--- config.mk ---
export PLATFORM = sky130hd
export DESIGN_NAME = spike_aer_encoder
export DESIGN_NICKNAME = d
export VERILOG_FILES = /design/src/rtl/spike_aer_pkg.sv /design/src/rtl/aer_sync_fifo.sv /design/src/rtl/spike_aer_encoder.sv
export SDC_FILE = /design/constraint.sdc
export NUM_CORES = 1
export LEC_CHECK = 0
export ABC_AREA = 1
export BUFFER_PORTS_ARGS = -buffer_cell sky130_fd_sc_hd__buf_2
export CAP_MARGIN = 20
export CORE_ASPECT_RATIO = 1.1
export CORE_MARGIN = 1.5
export CORE_UTILIZATION = 25
export CTS_BUF_LIST = sky130_fd_sc_hd__clkbuf_16
export DETAILED_ROUTE_END_ITERATION = 10
export GPL_TIMING_DRIVEN = 0
export SETUP_SLACK_MARGIN = 0.3
export SYNTH_ARGS = -nofsm -noshare
export SYNTH_HDL_FRONTEND = slang
export SYNTH_SLANG_ARGS = --single-unit
--- constraint.sdc ---
create_clock -name i_clk -period 5.4 [get_ports i_clk]
set_clock_uncertainty 0.2 [all_clocks]
set_input_delay 0.54 -clock i_clk [delete_from_list [all_inputs] [get_ports i_clk]]
set_output_delay 0.54 -clock i_clk [all_outputs]
set_load 0.03 [all_outputs]
--- src/rtl/spike_aer_pkg.sv ---
`default_nettype none
// ============================================================================
// Module   : spike_aer_pkg
// Purpose  : Shared types, widths and helpers for the spike AER encoder.
// Revision : 1.0 - initial release
// ============================================================================
package spike_aer_pkg;

  localparam int DROP_W   = 8;
  localparam int DEF_N    = 4;
  localparam int DEF_TS_W = 16;

  function automatic int addr_width(input int n);
    return (n > 1) ? $clog2(n) : 1;
  endfunction

  // Address-event word for the default neuron count and timestamp width
  typedef struct packed {
    logic [addr_width(DEF_N)-1:0] addr;
    logic [DEF_TS_W-1:0]          ts;
  } aer_word_t;

endpackage
`default_nettype wire

--- src/rtl/aer_sync_fifo.sv ---
`default_nettype none
// ============================================================================
// Module   : aer_sync_fifo
// Purpose  : Synchronous fall-through FIFO with full/empty flags.
// Revision : 1.0 - initial release
// ============================================================================
module aer_sync_fifo #(
  parameter int p_depth = 8,
  parameter int p_width = 18
) (
  input  logic               i_clk,
  input  logic               i_rst_n,
  input  logic               i_push,
  input  logic [p_width-1:0] i_data,
  input  logic               i_pop,
  output logic [p_width-1:0] o_data,
  output logic               o_empty,
  output logic               o_full
);

  localparam int PW = $clog2(p_depth);

  logic [p_width-1:0] mem [p_depth];
  logic [PW:0]        wr_ptr;
  logic [PW:0]        rd_ptr;
  logic               do_push;
  logic               do_pop;

  assign o_empty = (wr_ptr == rd_ptr);
  assign o_full  = (wr_ptr[PW] != rd_ptr[PW]) && (wr_ptr[PW-1:0] == rd_ptr[PW-1:0]);
  assign do_pop  = i_pop && !o_empty;
  assign do_push = i_push && (!o_full || do_pop);

  // Head is forced to zero while empty so reset shows a clean payload
  assign o_data = o_empty ? '0 : mem[rd_ptr[PW-1:0]];

  always_ff @(posedge i_clk or negedge i_rst_n) begin
    if (!i_rst_n) begin
      wr_ptr <= '0;
      rd_ptr <= '0;
    end else begin
      if (do_push) wr_ptr <= wr_ptr + 1'b1;
      if (do_pop)  rd_ptr <= rd_ptr + 1'b1;
    end
  end

  always_ff @(posedge i_clk) begin
    if (do_push) mem[wr_ptr[PW-1:0]] <= i_data;
  end

endmodule
`default_nettype wire

--- src/rtl/spike_aer_encoder.sv ---
`default_nettype none
// ============================================================================
// Module   : spike_aer_encoder
// Purpose  : Serialises a spike vector into a timestamped AER word stream.
//            Optional winner-take-all filter enabled by SPIKE_AER_WTA_EN.
// Revision : 1.0 - initial release
// ============================================================================
module spike_aer_encoder
  import spike_aer_pkg::*;
#(
  parameter int p_n        = 4,
  parameter int p_ts_width = 16,
  parameter int p_depth    = 8,
  parameter int p_inh      = 8
) (
  input  logic                          i_clk,
  input  logic                          i_rst_n,
  input  logic [p_n:1]                  i_spike,
  input  logic                          i_ts_clr,
  output logic                          o_aer_valid,
  input  logic                          i_aer_ready,
  output logic [addr_width(p_n)-1:0]    o_aer_addr,
  output logic [p_ts_width-1:0]         o_aer_ts,
  output logic [DROP_W-1:0]             o_drop_cnt,
  output logic                          o_full
);

  localparam int AW    = addr_width(p_n);
  localparam int WW    = AW + p_ts_width;
  localparam int DCW   = $clog2(p_n + 1);
  localparam int SUM_W = DROP_W + DCW;
  localparam logic [DROP_W-1:0] DROP_MAX = '1;

  logic [p_ts_width-1:0] ts;
  logic [p_ts_width-1:0] ts_lat [p_n];
  logic [p_n-1:0]        pending;
  logic [AW-1:0]         rr;         // zero-based form of the round-robin pointer
  logic [p_n-1:0]        raw;
  logic [p_n-1:0]        cand;
  logic [p_n-1:0]        accept;
  logic [p_n-1:0]        grant_vec;
  logic                  grant_any;
  logic [AW-1:0]         grant_idx;
  int                    probe;
  logic [DCW-1:0]        n_drop;
  logic [SUM_W-1:0]      drop_sum;
  logic [DROP_W-1:0]     drop_cnt;
  logic [WW-1:0]         head;
  logic                  empty;
  logic                  full;
  logic                  pop;

  assign raw = i_spike;

`ifdef SPIKE_AER_WTA_EN
  localparam int IW = (p_inh > 0) ? $clog2(p_inh + 1) : 1;
  logic [IW-1:0] inh_cnt;

  // Inside the window everything is refused; otherwise keep only the lowest spike
  always_comb begin
    cand = '0;
    if (inh_cnt == '0) cand = raw & (~raw + 1'b1);
  end

  always_ff @(posedge i_clk or negedge i_rst_n) begin
    if (!i_rst_n)              inh_cnt <= '0;
    else if (inh_cnt != '0)    inh_cnt <= inh_cnt - 1'b1;
    else if (|accept)          inh_cnt <= IW'(p_inh);
  end
`else
  logic unused_inh_cfg;
  assign unused_inh_cfg = (p_inh > 0);
  assign cand           = raw;
`endif

  always_comb begin
    grant_any = 1'b0;
    grant_idx = '0;
    probe     = 0;
    for (int i = 0; i < p_n; i++) begin
      probe = int'(rr) + i;
      if (probe >= p_n) probe = probe - p_n;
      if (!grant_any && !full && pending[probe]) begin
        grant_any = 1'b1;
        grant_idx = AW'(probe);
      end
    end
  end

  always_comb begin
    grant_vec = '0;
    if (grant_any) grant_vec[grant_idx] = 1'b1;
  end

  // A granted neuron frees its slot this cycle, so a new spike on it is kept
  assign accept = cand & (~pending | grant_vec);

  always_comb begin
    n_drop = '0;
    for (int k = 0; k < p_n; k++)
      n_drop = n_drop + DCW'(raw[k] & ~accept[k]);
  end

  assign drop_sum = {{DCW{1'b0}}, drop_cnt} + {{DROP_W{1'b0}}, n_drop};

  always_ff @(posedge i_clk or negedge i_rst_n) begin
    if (!i_rst_n) begin
      ts       <= '0;
      pending  <= '0;
      rr       <= '0;
      drop_cnt <= '0;
      for (int k = 0; k < p_n; k++) ts_lat[k] <= '0;
    end else begin
      ts      <= i_ts_clr ? '0 : ts + 1'b1;
      pending <= (pending & ~grant_vec) | accept;
      for (int k = 0; k < p_n; k++)
        if (accept[k]) ts_lat[k] <= ts;
      if (grant_any)
        rr <= (grant_idx == AW'(p_n - 1)) ? '0 : grant_idx + 1'b1;
      drop_cnt <= (drop_sum > {{DCW{1'b0}}, DROP_MAX}) ? DROP_MAX : drop_sum[DROP_W-1:0];
    end
  end

  assign pop = !empty && i_aer_ready;

  aer_sync_fifo #(
    .p_depth (p_depth),
    .p_width (WW)
  ) u_fifo (
    .i_clk   (i_clk),
    .i_rst_n (i_rst_n),
    .i_push  (grant_any),
    .i_data  ({grant_idx, ts_lat[grant_idx]}),
    .i_pop   (pop),
    .o_data  (head),
    .o_empty (empty),
    .o_full  (full)
  );

  assign o_aer_valid = !empty;
  assign o_aer_addr  = head[WW-1:p_ts_width];
  assign o_aer_ts    = head[p_ts_width-1:0];
  assign o_drop_cnt  = drop_cnt;
  assign o_full      = full;

endmodule
`default_nettype wire
; After elaboration in Yosys (flattened, before gate mapping)
; Memory sizes are Yosys's and may differ from the RTL's.
; Cells that the tools add are included.
[totals]
register_bits = 102
mem_bits_rw = 144
in_bits = 8
out_inout_bits = 28
word_cells = 111
n_memories = 1
[mem_list]
columns = name, depth, word_bits, read_ports, rd_ports_with_merged_regs, write_ports, line_no
row1 = u_fifo.mem, 8, 18, 1, 0, 1, aer_sync_fifo.sv:23  ; logic [p_width-1:0] mem [p_depth];
[op_classes]
n_addsub = 15
n_lt_le_gt_ge = 12
eq_ne = 4
mux = 36
n_bitwise = 15
reduce_logical = 18
[op_table]
columns = op, n
row1 = "less-than comparator 32 x 4 -> 1 bit, second input constant", 4
row2 = two-way mux 32 bit, 4
row3 = two-way mux 16 bit, 3
row4 = binary-select mux 16 bit (select 2 bit), 1
row5 = two-way mux 18 bit, 1
row6 = "adder 16 x 1 -> 16 bit, second input constant", 1
row7 = two-way mux 1 bit, 15
row8 = AND 1 x 3 -> 3 bit, 4
row9 = "greater-or-equal comparator 3 bit, second input constant", 4
row10 = logical AND 1 bit, 12
row11 = inverter 1 -> 3 bit, 4
row12 = "subtractor 3 x 3 -> 4 bit, second input constant", 3
row13 = two-way mux 2 bit, 5
row14 = adder 3 bit, 3
row15 = adder 8 x 3 -> 9 bit, 1
row16 = "greater-than comparator 9 x 8 -> 1 bit, second input constant", 1
row17 = "adder 4 x 1 -> 4 bit, second input constant", 2
row18 = AND 4 bit, 2
row19 = binary-select mux 1 bit (select 2 bit), 4
row20 = two-way mux 8 bit, 1
row21 = inverter 4 bit, 2
row22 = bitwise OR 4 bit, 2
row23 = "adder 2 x 2 -> 3 bit, second input constant", 2
row24 = logical NOT 1 bit, 5
row25 = other kinds (14), 14

; Logic depth before layout (Yosys ltp)
; Gate-level depths: netlist (run 1).
[logic_depth]
ltp_word = 34
ltp_mapped = 33
mapped_depth_nobuf = 30

; By module
; A second synthesis (run 1) with hierarchy kept.
[unflattened]
cells_unflattened = 1110
area_unflattened_um2 = 10958.0
[modules_own_cells]
columns = module, instances, cells_per_inst, area_per_inst_um2, seq_area_each_um2
row1 = aer_sync_fifo, 1, 506, 6198.4, 4524.3
row2 = spike_aer_encoder, 1, 604, 4759.6, 2352.3

; Worst setup path after synthesis (run 1)
; Ideal clock, no wire load.
[synth_path]
path_type = flip-flop to flip-flop
startpoint = reg u_fifo.rd_ptr[1]
endpoint = reg drop_cnt[2] (netlist: o_drop_cnt[2])
setup_ps = 83
arrival_ps = 4276
required_time_ps = 5117
path_slack_ps = 841
path_stages_with_launch = 27
n_path_buf = 2
path_cell_list = dfrtp_1 -> xnor2_2 -> nand4_4 -> nand2_2 -> inv_1 -> nand3_2 -> nand2_2 -> nor2_4 -> buf_6 -> clkbuf_1 -> inv_1 -> ha_1 -> a21oi_1 -> inv_1 -> nor2_1 -> fa_1 -> ha_1 -> ha_1 -> inv_1 -> fa_1 -> inv_1 -> nand2_1 -> inv_1 -> o21ai_0 -> nor2_1 -> nand4_1 -> o21ai_0
[synth_between]
elab_chain_cells = 32
[synth_lines]
columns = element, line_no
row1 = start: declaration, aer_sync_fifo.sv:25  ; logic [PW:0] rd_ptr;
row2 = start signal: assignment, aer_sync_fifo.sv:43  ; if (do_pop) rd_ptr <= rd_ptr + 1'b1;
row3 = == test 3 bit (*), aer_sync_fifo.sv:30  ; assign o_full = (wr_ptr[PW] != rd_ptr[PW]) && (wr_ptr[PW-1:0] == rd_ptr[PW-1:0]);
row4 = logical AND 1 bit (*), aer_sync_fifo.sv:30
row5 = logical NOT 1 bit (*), spike_aer_encoder.sv:83  ; if (!grant_any && !full && pending[probe]) begin
row6 = logical AND 1 bit, spike_aer_encoder.sv:83
row7 = two-way mux 1 bit, spike_aer_encoder.sv:83
row8 = logical NOT 1 bit, spike_aer_encoder.sv:83
row9 = logical AND 1 bit (2 in series), spike_aer_encoder.sv:83
row10 = two-way mux 1 bit, spike_aer_encoder.sv:83
row11 = [... 14 more ...], -
row12 = AND 4 bit (*), spike_aer_encoder.sv:96  ; assign accept = cand & (~pending | grant_vec);
row13 = inverter 1 -> 3 bit, spike_aer_encoder.sv:101  ; n_drop = n_drop + DCW'(raw[k] & ~accept[k]);
row14 = AND 1 x 3 -> 3 bit, spike_aer_encoder.sv:101
row15 = adder 3 bit (2 in series), spike_aer_encoder.sv:101
row16 = adder 3 bit (*), spike_aer_encoder.sv:101
row17 = adder 8 x 3 -> 9 bit (*), spike_aer_encoder.sv:104  ; assign drop_sum = {{DCW{1'b0}}, drop_cnt} + {{DROP_W{1'b0}}, n_drop};
row18 = greater-than comparator 9 x 8 -> 1 bit, spike_aer_encoder.sv:120  ; drop_cnt <= (drop_sum > {{DCW{1'b0}}, DROP_MAX}) ? DROP_MAX : drop_sum[DROP_W-1:0];
row19 = two-way mux 8 bit (*), spike_aer_encoder.sv:120
row20 = end signal: assignment, spike_aer_encoder.sv:120
row21 = end: declaration, spike_aer_encoder.sv:47  ; logic [DROP_W-1:0] drop_cnt;
; Mark *: on every way between the ends. The rest lies on a longest branch, timed or not.
; A chain may end at the register's enable or synchronous reset.

; Worst setup path in the final report (run 1)
[layout_path]
startpoint = reg rr[0]
endpoint = reg drop_cnt[4] (netlist: o_drop_cnt[4])
[layout_between]
elab_chain_cells = 34
[layout_lines]
columns = element, line_no
row1 = start: declaration, spike_aer_encoder.sv:37  ; logic [AW-1:0] rr;
row2 = start signal: assignment, spike_aer_encoder.sv:119  ; rr <= (grant_idx == AW'(p_n - 1)) ? '0 : grant_idx + 1'b1;
row3 = subtractor 2 x 3 -> 4 bit or greater-or-equal comparator 2 x 3 -> 1 bit (tied branches), spike_aer_encoder.sv:82  ; if (probe >= p_n) probe = probe - p_n;
row4 = two-way mux 32 bit, spike_aer_encoder.sv:82
row5 = binary-select mux 1 bit (select 2 bit), spike_aer_encoder.sv:83
row6 = two-way mux 1 bit (not written as such) (2 in series), spike_aer_encoder.sv:83
row7 = logical AND 1 bit, spike_aer_encoder.sv:83
row8 = two-way mux 1 bit, spike_aer_encoder.sv:83
row9 = logical NOT 1 bit, spike_aer_encoder.sv:83
row10 = logical AND 1 bit (2 in series), spike_aer_encoder.sv:83
row11 = [... 15 more ...], -
row12 = AND 4 bit (*), spike_aer_encoder.sv:96
row13 = inverter 1 -> 3 bit, spike_aer_encoder.sv:101
row14 = AND 1 x 3 -> 3 bit, spike_aer_encoder.sv:101
row15 = adder 3 bit (2 in series), spike_aer_encoder.sv:101
row16 = adder 3 bit (*), spike_aer_encoder.sv:101
row17 = adder 8 x 3 -> 9 bit (*), spike_aer_encoder.sv:104
row18 = greater-than comparator 9 x 8 -> 1 bit, spike_aer_encoder.sv:120
row19 = two-way mux 8 bit (*), spike_aer_encoder.sv:120
; Mark *: on every way between the ends. The rest lies on a longest branch, timed or not. The select of a mux whose other input is x is not followed.

==> key figures, run 1 <==
STA
  • WHS: 0.0666 ns
  • Final Hold Fails: 0
  • Clock period minus worst slack: 4.69 ns
  • Slew Viols, Final: 0
  • Worst Tran Pin Value: 0.848 ns
  • Maximum clock rate: 213 MHz
  • Slew headroom: 43.4%
  • # setup viols final: 0
  • Fin crit share: 86.9%
  • Unrepaired setup endpoints after global routing: false

Clock network
  • H-tree depth: 1
  • CTS tree: built
  • CTS root buf: clkbuf_16
  • Clk slew on worst S/H paths: 0.06 ns
  • Cts bufs inserted: 26
  • CTS sink count: 246
  • Clock Latency Late Sink: 0.54 ns
  • Maximum root-to-sink buffer count: 3

Critical path
  • Origin of the critical flop-to-flop path: rr[0]$_DFFE_PN0P_
  • Worst R2R Path Depth: 32
  • Crit-path max FO: 10
  • Startpoint Class: flip-flop
  • Internal reg-to-reg setup slack: 0.71 ns
  • Crit path arrival time: 4.94 ns
  • Critical path class: flip-flop to flip-flop
  • CP required: 5.65 ns
  • CP Capture Type: flip-flop
  • Max incr delay on CP: 0.43 ns
  • Slowest-stage cell, CP: fa_1
  • Worst flop-to-flop path endpoint: o_drop_cnt[4]$_DFF_PN0_
  • Most common cell on crit path: inv_1

Route
  • DRC: 0
  • DRT Wirelength: 25,500 µm
  • ANT nets after route: 0
  • Vias/cell: 4.37
  • Routed vias: 7,570
  • Pre-Repair DR Iteration Count: 5
  • WL per Instance: 14.7 µm
  • Drt initial violations: 449

Die
  • Core area: 42,600 µm²
  • Die area: 44,800 µm²
  • Num rows: 79
  • # IOs: 36
  • Initial Util: 25.5%
  • Die width: 202 µm
  • Die height: 222 µm

Synthesis
  • Synth Area in Compound Gates: 9.14%
  • YS warnings: 0
  • Post-synth net total: 1,100
  • Register area share after synthesis: 63.2%
  • Synthesized area per cell: 10.1 µm²
  • Synthesized area: 10,900 µm²
  • Post-synthesis mux area share: 0%
  • Synth unique cells: 39
  • XOR/XNOR share of the synthesized area: 1.12%
  • Post-synthesis cell count: 1,081
  • Post-Synth Simple-Gate Area: 19.7%
  • Seq cells post-synth: 246
  • Main combinational cell family by area after synthesis: simple AND/OR/NAND/NOR gates
  • Adder-cell share of the synthesized area: 1.40%

Final layout
  • Fill cell count: 4,410
  • Ratio of cells with drive above 1 in the final layout: 11.0%
  • Final Util: 29.7%
  • Most frequent cells in the layout: nand2_1, edfxtp_1, nor2_1
  • Final Cell Area: 12,600 µm²
  • Ant diodes: 0
  • Most common cell after layout, fill and taps aside: nand2_1
  • Final nets: 1,166
  • Synth-to-layout area growth: 16.3%

GRT
  • Largest net degree at the start of global routing: 56
  • Vias in the first global route: 7,690
  • Global-route wire length before repair: 42,100 µm
  • All-Layer GR Usage: 11.6%
  • Total gr overflow: 0
  • Initial antenna violation count: 1

Placed design
  • Dpl hpwl: 17,700 µm
  • I/O Buffers: 31
  • Post-DP Area: 11,800 µm²
  • RePlAce Congestion: 0.774

Flow run
  • # Max-Cap Violations: 0

Hold path
  • Hold_sp: i_spike[4]
  • Cell count of the worst hold path: 3
  • WHS Endpoint: pending[3]$_DFF_PN0_
  • Min-delay worst type: input port to flip-flop

Outcome
  • Status: finished clean
==> per-layer routing <==
| metal | vias up | wire (µm) | track usage (%) |
|---|---|---|---|
| li1 | 3778 | - | - |
| met1 | 3616 | 11500 | 14.9 |
| met2 | 138 | 12400 | 20.3 |
| met3 | 36 | 1070 | 1.85 |
| met4 | 2 | 493 | 2.72 |
| met5 | - | 17 | 0 |
==> flip-flops by register name, summed over array words and instances, names as in the netlist <==
signal / count
o_drop_cnt: 8
u_fifo.mem: 144
ts_lat: 64
ts: 16
pending: 4
u_fifo.rd_ptr: 4
u_fifo.wr_ptr: 4
rr: 2
==> repair_timing <==
item / CTS / global route
pin swaps: 1 / 2
buffers inserted: 1 / 4
resized for setup: 1 / 11
hold endpoints to repair: 47 / 0
setup endpoints to repair: 8 / 8
hold buffers: 1 / 0
==> cells by family (layout without fill, tap and decap cells) <==
logic type                 after synthesis  in the layout
DFF                                    246            246
xor gates and xnor gates                13             13
and+or+nand+nor                        495            495
buffers and inverters                  138            221
AOI/OAI and AO/OA                      178            178
adders and majority gates               11             11
==> cell usage after synthesis, drive strengths merged <==
master | instances | share of area [%]
o21a | 1 | 0.069
clkbuf | 43 | 1.5
o22ai | 18 | 1.0
buf | 19 | 1.3
nor4 | 1 | 0.058
edfxtp | 144 | 40
nand3 | 93 | 4.5
xnor2 | 4 | 0.39
xor2 | 9 | 0.73
nand2 | 245 | 9.1
nand4 | 4 | 0.37
a21o | 1 | 0.069
a31oi | 19 | 1.1
dfrtp | 102 | 23
o21ai | 115 | 5.4
nor3 | 7 | 0.32
o211ai | 16 | 1.1
clkinv | 2 | 0.069
nor3b | 5 | 0.39
inv | 74 | 2.6
nor2 | 140 | 4.9
ha | 9 | 1.0
fa | 2 | 0.37
a21oi | 8 | 0.37
==> critical path: cells and delay by family, from the launching register on <==
family	cells	cell delay [ns]
AOI/OAI and AO/OA	3	0.33
adders and majority gates	5	1.51
and+or+nand+nor	12	1.07
buffers and inverters	12	1.12
DFF	1	0.38
==> cell type report <==
cell class,instances,area [µm²],area share (%)
sequential,246,6880,54.4
multi-input combinational,697,3420,27.0
tap,567,709,5.61
clock buffer,26,651,5.14
buffer,62,313,2.47
inverter,76,290,2.30
timing repair buffer,38,233,1.84
clock inverter,19,156,1.24
==> worst max-delay path by stage <==
stage                                       from                       to  slack [ns]  depth (start not counted)
floorplan           u_fifo.rd_ptr[1]$_DFFE_PN0P_  o_drop_cnt[2]$_DFF_PN0_        0.84                         26
global placement    u_fifo.rd_ptr[1]$_DFFE_PN0P_  o_drop_cnt[2]$_DFF_PN0_        0.02                         26
detailed placement  u_fifo.rd_ptr[1]$_DFFE_PN0P_  o_drop_cnt[4]$_DFF_PN0_       -0.02                         26
CTS                 u_fifo.rd_ptr[1]$_DFFE_PN0P_  o_drop_cnt[4]$_DFF_PN0_        0.32                         27
global route                   rr[0]$_DFFE_PN0P_  o_drop_cnt[4]$_DFF_PN0_        0.30                         32
finish                         rr[0]$_DFFE_PN0P_  o_drop_cnt[4]$_DFF_PN0_        0.71                         32
==> per-stage QoR <==
stage | std cells | TNS [ns] | setup slack (ns)
after floorplan | 1081 | 0 | 0.841
after global placement | 1679 | 0 | 0.0232
after detailed placement | 1680 | -0.0791 | -0.0240
after CTS | 1727 | 0 | 0.320
after global routing | 1731 | 0 | 0.301
final | 1731 | 0 | 0.707
Power of run 1 is left out: the tool's default activity adds up to more than one toggle a clock period on the data nets, which glitch-free logic cannot reach.
==> run 2, diff against run 1 <==
--- a/config.mk
+++ b/config.mk
@@ -17,4 +17,5 @@
 export SETUP_SLACK_MARGIN = 0.3
 export SYNTH_ARGS = -nofsm -noshare
 export SYNTH_HDL_FRONTEND = slang
+export SYNTH_HIERARCHICAL = 1
 export SYNTH_SLANG_ARGS = --single-unit
==> key figures, run 2 <==
Clock network
  • Clock Latency Late Sink: 0.55 ns
  • CTS tree: built
  • Maximum root-to-sink buffer count: 3
  • Clk slew on worst S/H paths: 0.06 ns
  • H-tree depth: 1
  • Cts bufs inserted: 27
  • CTS sink count: 246
  • CTS root buf: clkbuf_16

STA
  • Slew Viols, Final: 0
  • Final Hold Fails: 0
  • Unrepaired setup endpoints after global routing: false
  • Fin crit share: 87.6%
  • Slew headroom: 41.0%
  • Maximum clock rate: 211 MHz
  • Setup_tns: 0 ns
  • Clock period minus worst slack: 4.73 ns
  • Min setup slack post-route: 0.671 ns
  • Worst Tran Pin Value: 0.884 ns
  • # setup viols final: 0

Outcome
  • Status: finished clean

Synthesis
  • Yosys top cell area share: 39.5%
  • Synth unique cells: 40
  • YS warnings: 6
  • Post-synthesis cell count: 1,110
  • Seq cells post-synth: 246
  • Post-synth ARST share: 41.5%
  • Ys flop type: edfxtp_1
  • Register area share after synthesis: 62.8%
  • Synthesized area: 11,000 µm²
  • Most frequent cell after synthesis: nand2_1
  • Post-synth net total: 1,129
  • Cell taking the most area after synthesis: edfxtp_1
  • Top post-synthesis cells by count: nand2_1, nor2_1, edfxtp_1
  • Synthesized area per cell: 9.87 µm²
  • Number of flops mapped to enable cells by yosys: 144
  • Synth area leaders: edfxtp_1, dfrtp_1, nand2_1

Final layout
  • Most frequent cells in the layout: nand2_1, nor2_1, edfxtp_1
  • Final nets: 1,210
  • Multi-input logic area: 3620 µm²
  • Max FFs per register: 144
  • Most common cell after layout, fill and taps aside: nand2_1
  • Ratio of cells with drive above 1 in the final layout: 15.1%
  • Ant diodes: 0
  • Sequential cell area: 6880 µm²
  • Fill cell count: 4,435
  • Final Cell Area: 13,100 µm²
  • Synth-to-layout area growth: 19.6%

Placed design
  • RePlAce Congestion: 0.820
  • Worst slack at placement: -0.166 ns
  • Dpl hpwl: 19,100 µm
  • Post-DP Area: 12,000 µm²
  • I/O Buffers: 31

Die
  • # IOs: 36
  • Die height: 223 µm
  • Die width: 203 µm
  • Num rows: 80
  • Die area: 45,100 µm²
  • Initial Util: 25.3%
  • Core area: 43,300 µm²

Route
  • DRT Wirelength: 27,000 µm
  • Drt initial violations: 573
  • Met2 WL: 13,600 µm
  • Met1 WL: 11,700 µm
  • Routed vias: 7,881
  • WL per Instance: 15.1 µm
  • WL met3: 1110 µm
  • Vias/cell: 4.42
  • Max layer used: met4
  • ANT nets after route: 0
  • DRC: 0
  • Pre-Repair DR Iteration Count: 4

GRT
  • Total gr overflow: 0
  • Largest net degree at the start of global routing: 66
  • Global-route wire length before repair: 43,300 µm
  • All-Layer GR Usage: 12.1%
  • Vias in the first global route: 7,806
  • Initial antenna violation count: 0

Critical path
  • CP required: 5.66 ns
  • Most common cell on crit path: inv_1
  • Crit path arrival time: 4.99 ns
  • Critical path class: flip-flop to flip-flop
  • Worst path top cell family by delay: simple AND/OR/NAND/NOR gates
  • WP buf/inv: 8
  • CP Capture Type: flip-flop
  • Crit-path max FO: 10
  • Max incr delay on CP: 0.45 ns
  • Startpoint Class: flip-flop
  • Slowest-stage cell, CP: fa_1

Hold path
  • Min-delay worst type: input port to flip-flop

Flow run
  • # Max-Cap Violations: 0
## run 2: kinds of logic (layout without fill, tap and decap cells)
family	after synthesis	after routing	share of synthesized area, %
AO/OA/AOI/OAI	197	197	9.81
XOR/XNOR	8	8	0.777
adder cells (fa/ha/maj)	11	11	1.39
buffers and inverters	127	228	5.16
flip-flops	246	246	62.8
AND/OR/NAND/NOR	521	521	20.1
## run 2: worst paths after layout
kind / startpoint / end / slack, ns / cells after the start
min in group asynchronous: i_rst_n / ts_lat[60]$_DFFE_PN0P_ / 0.33 / 2
max in group asynchronous: i_rst_n / u_fifo/wr_ptr[0]$_DFFE_PN0P_ / 3.96 / 3
worst min register to register: ts_lat[62]$_DFFE_PN0P_ / ts_lat[62]$_DFFE_PN0P_ / 0.27 / 2
worst max register to register: u_fifo/rd_ptr[0]$_DFFE_PN0P_ / o_drop_cnt[4]$_DFF_PN0_ / 0.67 / 30
worst max-delay path: u_fifo/rd_ptr[0]$_DFFE_PN0P_ / o_drop_cnt[4]$_DFF_PN0_ / 0.67 / 30
worst min-delay path: i_spike[4] / pending[3]$_DFF_PN0_ / 0.04 / 3
## run 2: what timing repair did
item	4_1_cts	5_1_grt
endpoints found under the hold margin	37	0
setup endpoints to repair	8	8
resized for setup	9	18
hold buffers	1	0
cloned	0	0
pin swaps	4	7
buffers inserted	6	6
## run 2: worst register-to-register path, delay by kind of cell, from the launching register on
kind / cells / cell delay (ns)
flops: 1 / 0.44
simple gates: 16 / 1.70
compound gates: 2 / 0.15
fa+ha+maj: 4 / 1.31
buf+inv: 8 / 0.82
## run 2: metal layers
| metal | global-route usage, % | vias to the layer above |
|---|---|---|
| li1 | - | 3902 |
| met4 | 3.11 | 0 |
| met1 | 15.2 | 3788 |
| met5 | 0 | - |
| met3 | 1.77 | 33 |
| met2 | 21.5 | 158 |
## run 2: layout make-up
cell class              count  share of cell area (%)
plain buffers              55                    2.31
clock inverters            22                    1.86
inverters                  72                    2.10
flip-flops and latches    246                    52.5
repair buffers             52                    3.01
clock buffers              27                    5.15
well taps                 574                    5.48
multi-input cells         737                    27.6
## run 2: through the flow
step	hold WS (ns)	util [%]	std cells
2_1_floorplan	0.0444	-	1110
3_3_place_gp	0.254	27.3	1715
3_5_place_dp	0.259	27.7	1723
4_1_cts	0.0277	30.0	1779
5_1_grt	0.0660	30.2	1785
6_report	0.0406	30.2	1785
Power of run 2 is left out for the same reason.
